`config.mk`:
```
export PLATFORM = sky130hd
export DESIGN_NAME = elevator_car_panel
export DESIGN_NICKNAME = d
export VERILOG_FILES = /design/src/rtl/elevator_pkg.sv /design/src/rtl/elevator_car_panel_button_debouncer.sv /design/src/rtl/elevator_car_panel.sv
export SDC_FILE = /design/constraint.sdc
export NUM_CORES = 1
export LEC_CHECK = 0
export BUFFER_PORTS_ARGS = -buffer_cell sky130_fd_sc_hd__clkbuf_2
export CAP_MARGIN = 20
export CORE_ASPECT_RATIO = 1.25
export CORE_MARGIN = 5
export CORE_UTILIZATION = 30
export DETAILED_ROUTE_END_ITERATION = 8
export PLACE_DENSITY_LB_ADDON = 0.12
export SLEW_MARGIN = 20
export SYNTH_ARGS = -nofsm -noshare
export SYNTH_HDL_FRONTEND = slang
export SYNTH_SLANG_ARGS = --single-unit
```
`constraint.sdc`:
```
create_clock -name clk -period 4.9 [get_ports clk]
set_clock_uncertainty 0.05 [all_clocks]
set_input_delay 0 -clock clk [delete_from_list [all_inputs] [get_ports clk]]
set_output_delay 0 -clock clk [all_outputs]
set_load 0.05 [all_outputs]
```
`src/rtl/elevator_pkg.sv`:
```
// Shared constants and types for the elevator car panel and car controller.
package elevator_pkg;

    localparam int unsigned DEFAULT_NUM_FLOORS      = 8;
    localparam int unsigned DEFAULT_DEBOUNCE_CYCLES = 4;

    typedef enum logic {
        IDLE  = 1'b0,
        OFFER = 1'b1
    } panel_state_t;

    // Floor index width; never narrower than one bit.
    function automatic int unsigned floor_width(input int unsigned n);
        return (n <= 2) ? 1 : $clog2(n);
    endfunction

endpackage

```
`src/rtl/elevator_car_panel_button_debouncer.sv`:
```
// Two-flop synchroniser plus stability counter for one car button; flags a
// single-cycle rise when the debounced level goes high.
module button_debouncer
    import elevator_pkg::*;
#(
    parameter int unsigned DEBOUNCE_CYCLES = DEFAULT_DEBOUNCE_CYCLES
) (
    input  logic clk,
    input  logic reset,
    input  logic raw,
    output logic level,
    output logic rise
);

    localparam int unsigned CNT_W = $clog2(DEBOUNCE_CYCLES + 1);

    logic             r_sync1;
    logic             r_sync2;
    logic             r_level;
    logic             r_rise;
    logic [CNT_W-1:0] r_cnt;

    logic w_differs;
    logic w_expire;

    assign w_differs = r_sync2 ^ r_level;
    // The final differing sample is the DEBOUNCE_CYCLES-th one.
    assign w_expire  = w_differs && ((32'(r_cnt) + 32'd1) == 32'(DEBOUNCE_CYCLES));

    always_ff @(posedge clk or posedge reset) begin
        if (reset) begin
            r_sync1 <= 1'b0;
            r_sync2 <= 1'b0;
            r_level <= 1'b0;
            r_rise  <= 1'b0;
            r_cnt   <= '0;
        end else begin
            r_sync1 <= raw;
            r_sync2 <= r_sync1;
            r_rise  <= w_expire && !r_level;
            if (!w_differs || w_expire) begin
                r_cnt <= '0;
            end else begin
                r_cnt <= r_cnt + CNT_W'(1);
            end
            if (w_expire) begin
                r_level <= ~r_level;
            end
        end
    end

    assign level = r_level;
    assign rise  = r_rise;

endmodule

```
`src/rtl/elevator_car_panel.sv`:
```
// Car-interior floor-request panel: debounced buttons latch sticky requests
// that drive the lamps and are issued round-robin to the car controller.
module elevator_car_panel
    import elevator_pkg::*;
#(
    parameter int unsigned NUM_FLOORS      = DEFAULT_NUM_FLOORS,
    parameter int unsigned FLOOR_W         = floor_width(NUM_FLOORS),
    parameter int unsigned DEBOUNCE_CYCLES = DEFAULT_DEBOUNCE_CYCLES
) (
    input  logic                                 clk,
    input  logic                                 reset,
    input  logic [NUM_FLOORS-1:0]                buttons,
    input  logic [FLOOR_W-1:0]                   current_floor,
    input  logic                                 door_open,
    output logic                                 req_valid,
    output logic [FLOOR_W-1:0]                   req_floor,
    input  logic                                 req_ready,
    input  logic                                 served_valid,
    input  logic [FLOOR_W-1:0]                   served_floor,
    output logic [NUM_FLOORS-1:0]                lamps,
    output logic [$clog2(NUM_FLOORS+1)-1:0]      pending_count
);

    localparam int unsigned PCNT_W = $clog2(NUM_FLOORS + 1);

    panel_state_t          r_state;
    panel_state_t          w_state_next;

    logic [NUM_FLOORS-1:0] r_pending;
    logic [NUM_FLOORS-1:0] r_issued;
    logic                  r_req_valid;
    logic [FLOOR_W-1:0]    r_req_floor;
    logic [FLOOR_W-1:0]    r_rr_ptr;
    logic [PCNT_W-1:0]     r_pending_count;

    logic [NUM_FLOORS-1:0] w_level;
    logic [NUM_FLOORS-1:0] w_rise;
    logic                  w_levels_unused;

    logic [NUM_FLOORS-1:0] w_door_mask;
    logic [NUM_FLOORS-1:0] w_serve_mask;
    logic [NUM_FLOORS-1:0] w_offer_mask;
    logic [NUM_FLOORS-1:0] w_xfer_mask;
    logic [NUM_FLOORS-1:0] w_press;
    logic [NUM_FLOORS-1:0] w_pending_next;
    logic [NUM_FLOORS-1:0] w_issued_next;
    logic [NUM_FLOORS-1:0] w_cand;
    logic [PCNT_W-1:0]     w_count_next;

    logic                  w_xfer;
    logic                  w_withdraw;

    logic                  w_low_found;
    logic                  w_high_found;
    logic [FLOOR_W-1:0]    w_low_floor;
    logic [FLOOR_W-1:0]    w_high_floor;
    logic                  w_sel_found;
    logic [FLOOR_W-1:0]    w_sel_floor;

    logic                  w_req_valid_next;
    logic [FLOOR_W-1:0]    w_req_floor_next;
    logic [FLOOR_W-1:0]    w_rr_ptr_next;

    for (genvar g = 0; g < NUM_FLOORS; g++) begin : g_button
        button_debouncer #(
            .DEBOUNCE_CYCLES (DEBOUNCE_CYCLES)
        ) u_debouncer (
            .clk   (clk),
            .reset (reset),
            .raw   (buttons[g]),
            .level (w_level[g]),
            .rise  (w_rise[g])
        );
    end

    // Only the press edge matters here; the held level has no consumer.
    assign w_levels_unused = ^w_level;

    // Per-floor decode of the floor-indexed inputs; out-of-range indices match nothing.
    always_comb begin
        w_door_mask  = '0;
        w_serve_mask = '0;
        w_offer_mask = '0;
        for (int i = 0; i < NUM_FLOORS; i++) begin
            w_door_mask[i]  = door_open && (current_floor == FLOOR_W'(i));
            w_serve_mask[i] = served_valid && (served_floor == FLOOR_W'(i));
            w_offer_mask[i] = (r_req_floor == FLOOR_W'(i));
        end
    end

    assign w_xfer         = r_req_valid && req_ready;
    assign w_xfer_mask    = w_offer_mask & {NUM_FLOORS{w_xfer}};
    assign w_withdraw     = |(w_serve_mask & w_offer_mask);
    assign w_press        = w_rise & ~w_door_mask;
    // A press landing with a serve of the same floor wins and re-arms it.
    assign w_pending_next = (r_pending & ~w_serve_mask) | w_press;
    assign w_issued_next  = (r_issued | w_xfer_mask) & ~w_serve_mask;
    // Floors being served this cycle are not offered, so no stale offer appears.
    assign w_cand         = r_pending & ~r_issued & ~w_serve_mask;

    always_comb begin
        w_count_next = '0;
        for (int i = 0; i < NUM_FLOORS; i++) begin
            w_count_next = w_count_next + PCNT_W'(w_pending_next[i]);
        end
    end

    // Downward scan keeps the lowest candidate overall and the lowest at or above rr_ptr.
    always_comb begin
        w_low_found  = 1'b0;
        w_low_floor  = '0;
        w_high_found = 1'b0;
        w_high_floor = '0;
        for (int i = int'(NUM_FLOORS) - 1; i >= 0; i--) begin
            if (w_cand[i]) begin
                w_low_found = 1'b1;
                w_low_floor = FLOOR_W'(i);
                if (FLOOR_W'(i) >= r_rr_ptr) begin
                    w_high_found = 1'b1;
                    w_high_floor = FLOOR_W'(i);
                end
            end
        end
    end

    assign w_sel_found = w_low_found;
    assign w_sel_floor = w_high_found ? w_high_floor : w_low_floor;

    always_ff @(posedge clk or posedge reset) begin
        if (reset) begin
            r_state <= IDLE;
        end else begin
            r_state <= w_state_next;
        end
    end

    always_comb begin
        w_state_next     = r_state;
        w_req_valid_next = r_req_valid;
        w_req_floor_next = r_req_floor;
        w_rr_ptr_next    = r_rr_ptr;
        case (r_state)
            IDLE: begin
                if (w_sel_found) begin
                    w_state_next     = OFFER;
                    w_req_valid_next = 1'b1;
                    w_req_floor_next = w_sel_floor;
                end
            end
            OFFER: begin
                if (w_xfer) begin
                    w_state_next     = IDLE;
                    w_req_valid_next = 1'b0;
                    w_rr_ptr_next    = (r_req_floor == FLOOR_W'(NUM_FLOORS - 1))
                                       ? '0 : r_req_floor + FLOOR_W'(1);
                end else if (w_withdraw) begin
                    w_state_next     = IDLE;
                    w_req_valid_next = 1'b0;
                end
            end
            default: begin
                w_state_next     = IDLE;
                w_req_valid_next = 1'b0;
            end
        endcase
    end

    always_ff @(posedge clk or posedge reset) begin
        if (reset) begin
            r_pending       <= '0;
            r_issued        <= '0;
            r_req_valid     <= 1'b0;
            r_req_floor     <= '0;
            r_rr_ptr        <= '0;
            r_pending_count <= '0;
        end else begin
            r_pending       <= w_pending_next;
            r_issued        <= w_issued_next;
            r_req_valid     <= w_req_valid_next;
            r_req_floor     <= w_req_floor_next;
            r_rr_ptr        <= w_rr_ptr_next;
            r_pending_count <= w_count_next;
        end
    end

    assign req_valid     = r_req_valid;
    assign req_floor     = r_req_floor;
    assign lamps         = r_pending;
    assign pending_count = r_pending_count;

endmodule
```
==> metrics.csv <==
stage,metric,value,unit
routing,drtIter0Drc,77,
worst_setup_path,cp_max_fo,3,
clock_network,ctsRootBufferMaster,clkbuf_16,
worst_setup_path,critPathLaunchType,register,
clock_network,cts_buffer_depth,2,
yosys,synth.avg_cell_area,11.3,um2
worst_setup_path,rr_startpoint,lamps[0],
power,leakagePower,2.39,nW
clock_network,clk_latency,330,ps
sta,relSlewSlack,45.2,%
worst_setup_path,endpoint_kind,register,
global_route,grt_remaining_overflow,0,
floorplanning,ios,35,
sta,tns,0,ps
sta,rsz0062_at_grt,false,
min_path,min_path_cells,3,
worst_setup_path,critPathKind,register to register,
worst_setup_path,r2r_slack,1690,ps
clock_network,htree_levels,3,
yosys,synth_flop_cell,dfrtp_1,
layout,insertedDiodeCount,0,
clock_network,cts.sinks,84,
min_path,worstHoldPathType,input port to register,
clock_network,cts_buffers,9,
yosys,yosysSeqAreaShare,51.3,%
floorplanning,core,0.0133,mm2
layout,post_route_cells_drive_above_1_share,16.7,%
routing,wl_per_cell,15.4,um
worst_setup_path,worstPathRequired,5070,ps
sta,tightest_slew,823,ps
routing,dr.pass1.iters,4,
min_path,hp-start,current_floor[0],
yosys,syn_inst,363,
worst_setup_path,arrival,3380,ps
sta,final_max_slew_viol_count,0,
routing,via_per_inst,4.78,
power,max-vdd-ir-drop,0.208,mV
layout,multi_input_area,0.00188,mm2
sta,fmax,312,MHz
routing,post-route-drc-count,0,
sta,holdWs,7.77,ps
worst_setup_path,reg2reg_depth,12,
run_status,status,completed,
clock_network,cts_resized,0,
yosys,synth_edf_count,0,
global_route,grt_max_degree,64,
power,power_density,577,mW/mm2
global_route,grt_pass1_wl,15000,um
clock_network,clk_pin_slew,70,ps
routing,drt-total-wl,9090,um
floorplanning,die_y,141,um
yosys,ys_types,57,
yosys,synthArstFlopShare,100,%
layout,fin_nets,463,
yosys,syn_nets,411,
placement,gp_congestion,0.825,
yosys,yosys_warnings,0,
placement,dpl.hpwl,6790,um
layout,synthToLayoutAreaGrowth,20.0,%
placement,place_inst,563,
floorplanning,die_area,0.0161,mm2
yosys,ys_seq_elements,84,
routing,ant_nets,0,
layout,fillers,1320,
flow_run,max_cap_violations,0,
global_route,track_usage,12.0,%
sta,finalHoldViolations,0,
floorplanning,initial_core_util,30.7,%
floorplanning,row_count,47,
placement,io_buffers,34,
yosys,netlist_area,0.00410,mm2
floorplanning,die_w,115,um
clock_network,cts_tree,yes,
worst_setup_path,timing.rr.end,pending_count[2],
sta,post-route-min-period,3210,ps
sta,setup_violations,0,
global_route,grt_pass1_vias,2958,
global_route,grt_antenna_before_repair,0,
min_path,hold_end,lamps[0],
sta,final.period_utilization,65.5,%
layout,regArea,0.00210,mm2
layout,layout.cells.non_filler,591,
routing,vias,2823,
-- where the power goes --
group / switching, mW / internal, mW / leakage, nW
Combinational: 0.562 / 0.390 / 1.13
Sequential: 0.194 / 0.896 / 1.09
Clock: 0.279 / 0.515 / 0.170
Total: 1.03 / 1.80 / 2.39
-- final cells by class --
class	instances	share of cell area, %
inverters	19	1.48
repair buffers	47	6.06
well taps	171	4.35
multi-input cells	254	38.2
flip-flops and latches	84	42.8
clock buffers	11	4.94
clock inverters	5	2.19
-- per-stage QoR --
step / total power [mW] / setup slack (ps) / area [um2] / utilization, %
floorplan: 1.79 / 1490 / 4100 / -
global placement: 2.04 / 1640 / 4450 / 33.3
detailed placement: 2.06 / 1590 / 4450 / 33.3
CTS: 2.89 / 1640 / 4920 / 36.8
global route: 3.06 / 1490 / 4920 / 36.8
finish: 2.84 / 1690 / 4920 / 36.8
-- placed cells by master, fill, tap and decap left out, types with 2 or more instances in the layout --
cell type      synthesis  layout
nor2_1                21      21
a211oi_1               2       2
a31oi_1                3       3
nand3_1                7       7
bufinv_16              0       3
o31ai_1                4       4
xor2_1                 9       9
and3_1                10      10
nor3b_1                8       8
dfrtp_1               84      84
nand4bb_1              2       2
dlygate4sd3_1          0      12
a21boi_0               2       2
fa_1                   4       4
nand2_1               35      35
a22oi_1                3       3
nand4_1                3       3
ha_1                  25      25
clkbuf_16              0       9
inv_1                 19      18
a21oi_1               19      19
nand4b_1               3       3
nand3b_1               3       3
nand2b_1              20      20
nor2b_1                6       6
a22o_1                 3       3
and2_1                11      11
clkbuf_2               0      34
mux2_2                 9       9
o21ai_0               15      15
-- per-layer routing --
layer,global-route usage [%],wire length [um]
met1,14.4,3940
met5,0,0
met2,19.9,4600
met3,2.31,263
met4,7.13,294
-- cell usage after synthesis (2+ instances only) --
cell type  instances  area share (%)
a31oi_1            3            0.46
xor2_1             9             1.9
a21oi_1           19             2.3
a21boi_0           2            0.37
nor3b_1            8             1.5
nor2b_1            6            0.92
and2_1            11             1.7
a22o_1             3            0.64
a211oi_1           2            0.37
nand2b_1          20             3.1
fa_1               4             2.0
nand4bb_1          2            0.55
inv_1             19             1.7
mux2_2             9             2.5
o31ai_1            4            0.73
o21ai_0           15             1.8
a22oi_1            3            0.55
dfrtp_1           84              51
nor2_1            21             1.9
and3_1            10             1.5
nand3_1            7            0.85
buf_6              2            0.55
ha_1              25             7.6
nand2_1           35             3.2
nand4_1            3            0.46
nand3b_1           3            0.55
nand4b_1           3            0.64
buf_4              2            0.37
-- repair_timing --
action / CTS / global route
hold endpoints to repair: 33 / 0
buffers inserted: 0 / 0
hold buffers: 12 / 0
-- sequential cells by signal (all words and copies together) (netlist names), 4 cells and up --
name and count:
g_button.u_debouncer.r_sync1 8, pending_count 4, g_button.u_debouncer.level 8, r_issued 8, g_button.u_debouncer.rise 8, lamps 8
g_button.u_debouncer.r_cnt 24, g_button.u_debouncer.r_sync2 8
-- worst max-delay path by stage --
stage | start | end | slack (ps) | cells after the start
5_1_grt | lamps[0] | pending_count[2] | 1490 | 12
3_3_place_gp | served_valid | pending_count[2] | 1640 | 13
2_1_floorplan | lamps[0] | pending_count[2] | 1490 | 12
3_5_place_dp | served_valid | pending_count[2] | 1590 | 13
6_report | lamps[0] | pending_count[2] | 1690 | 12
4_1_cts | lamps[0] | pending_count[2] | 1640 | 12
-- worst max-delay path, cell delays in order (launching register included) --
cell and delay [ps]:
dfrtp_1 340, inv_1 60, o21ai_0 220, inv_1 80, fa_1 490, inv_1 50, fa_1 490, inv_1 60
fa_1 500, inv_1 50, ha_1 200, fa_1 380, xor2_1 150
-- kinds of logic after synthesis --
group	synth area share [%]
AOI/OAI and AO/OA	10.7
xor gates and xnor gates	1.92
adders and majority gates	9.59
buffers and inverters	2.84
DFF	51.3
muxes	3.08
and+or+nand+nor	20.6
No activity file was read; power rests on OpenSTA's default activity.
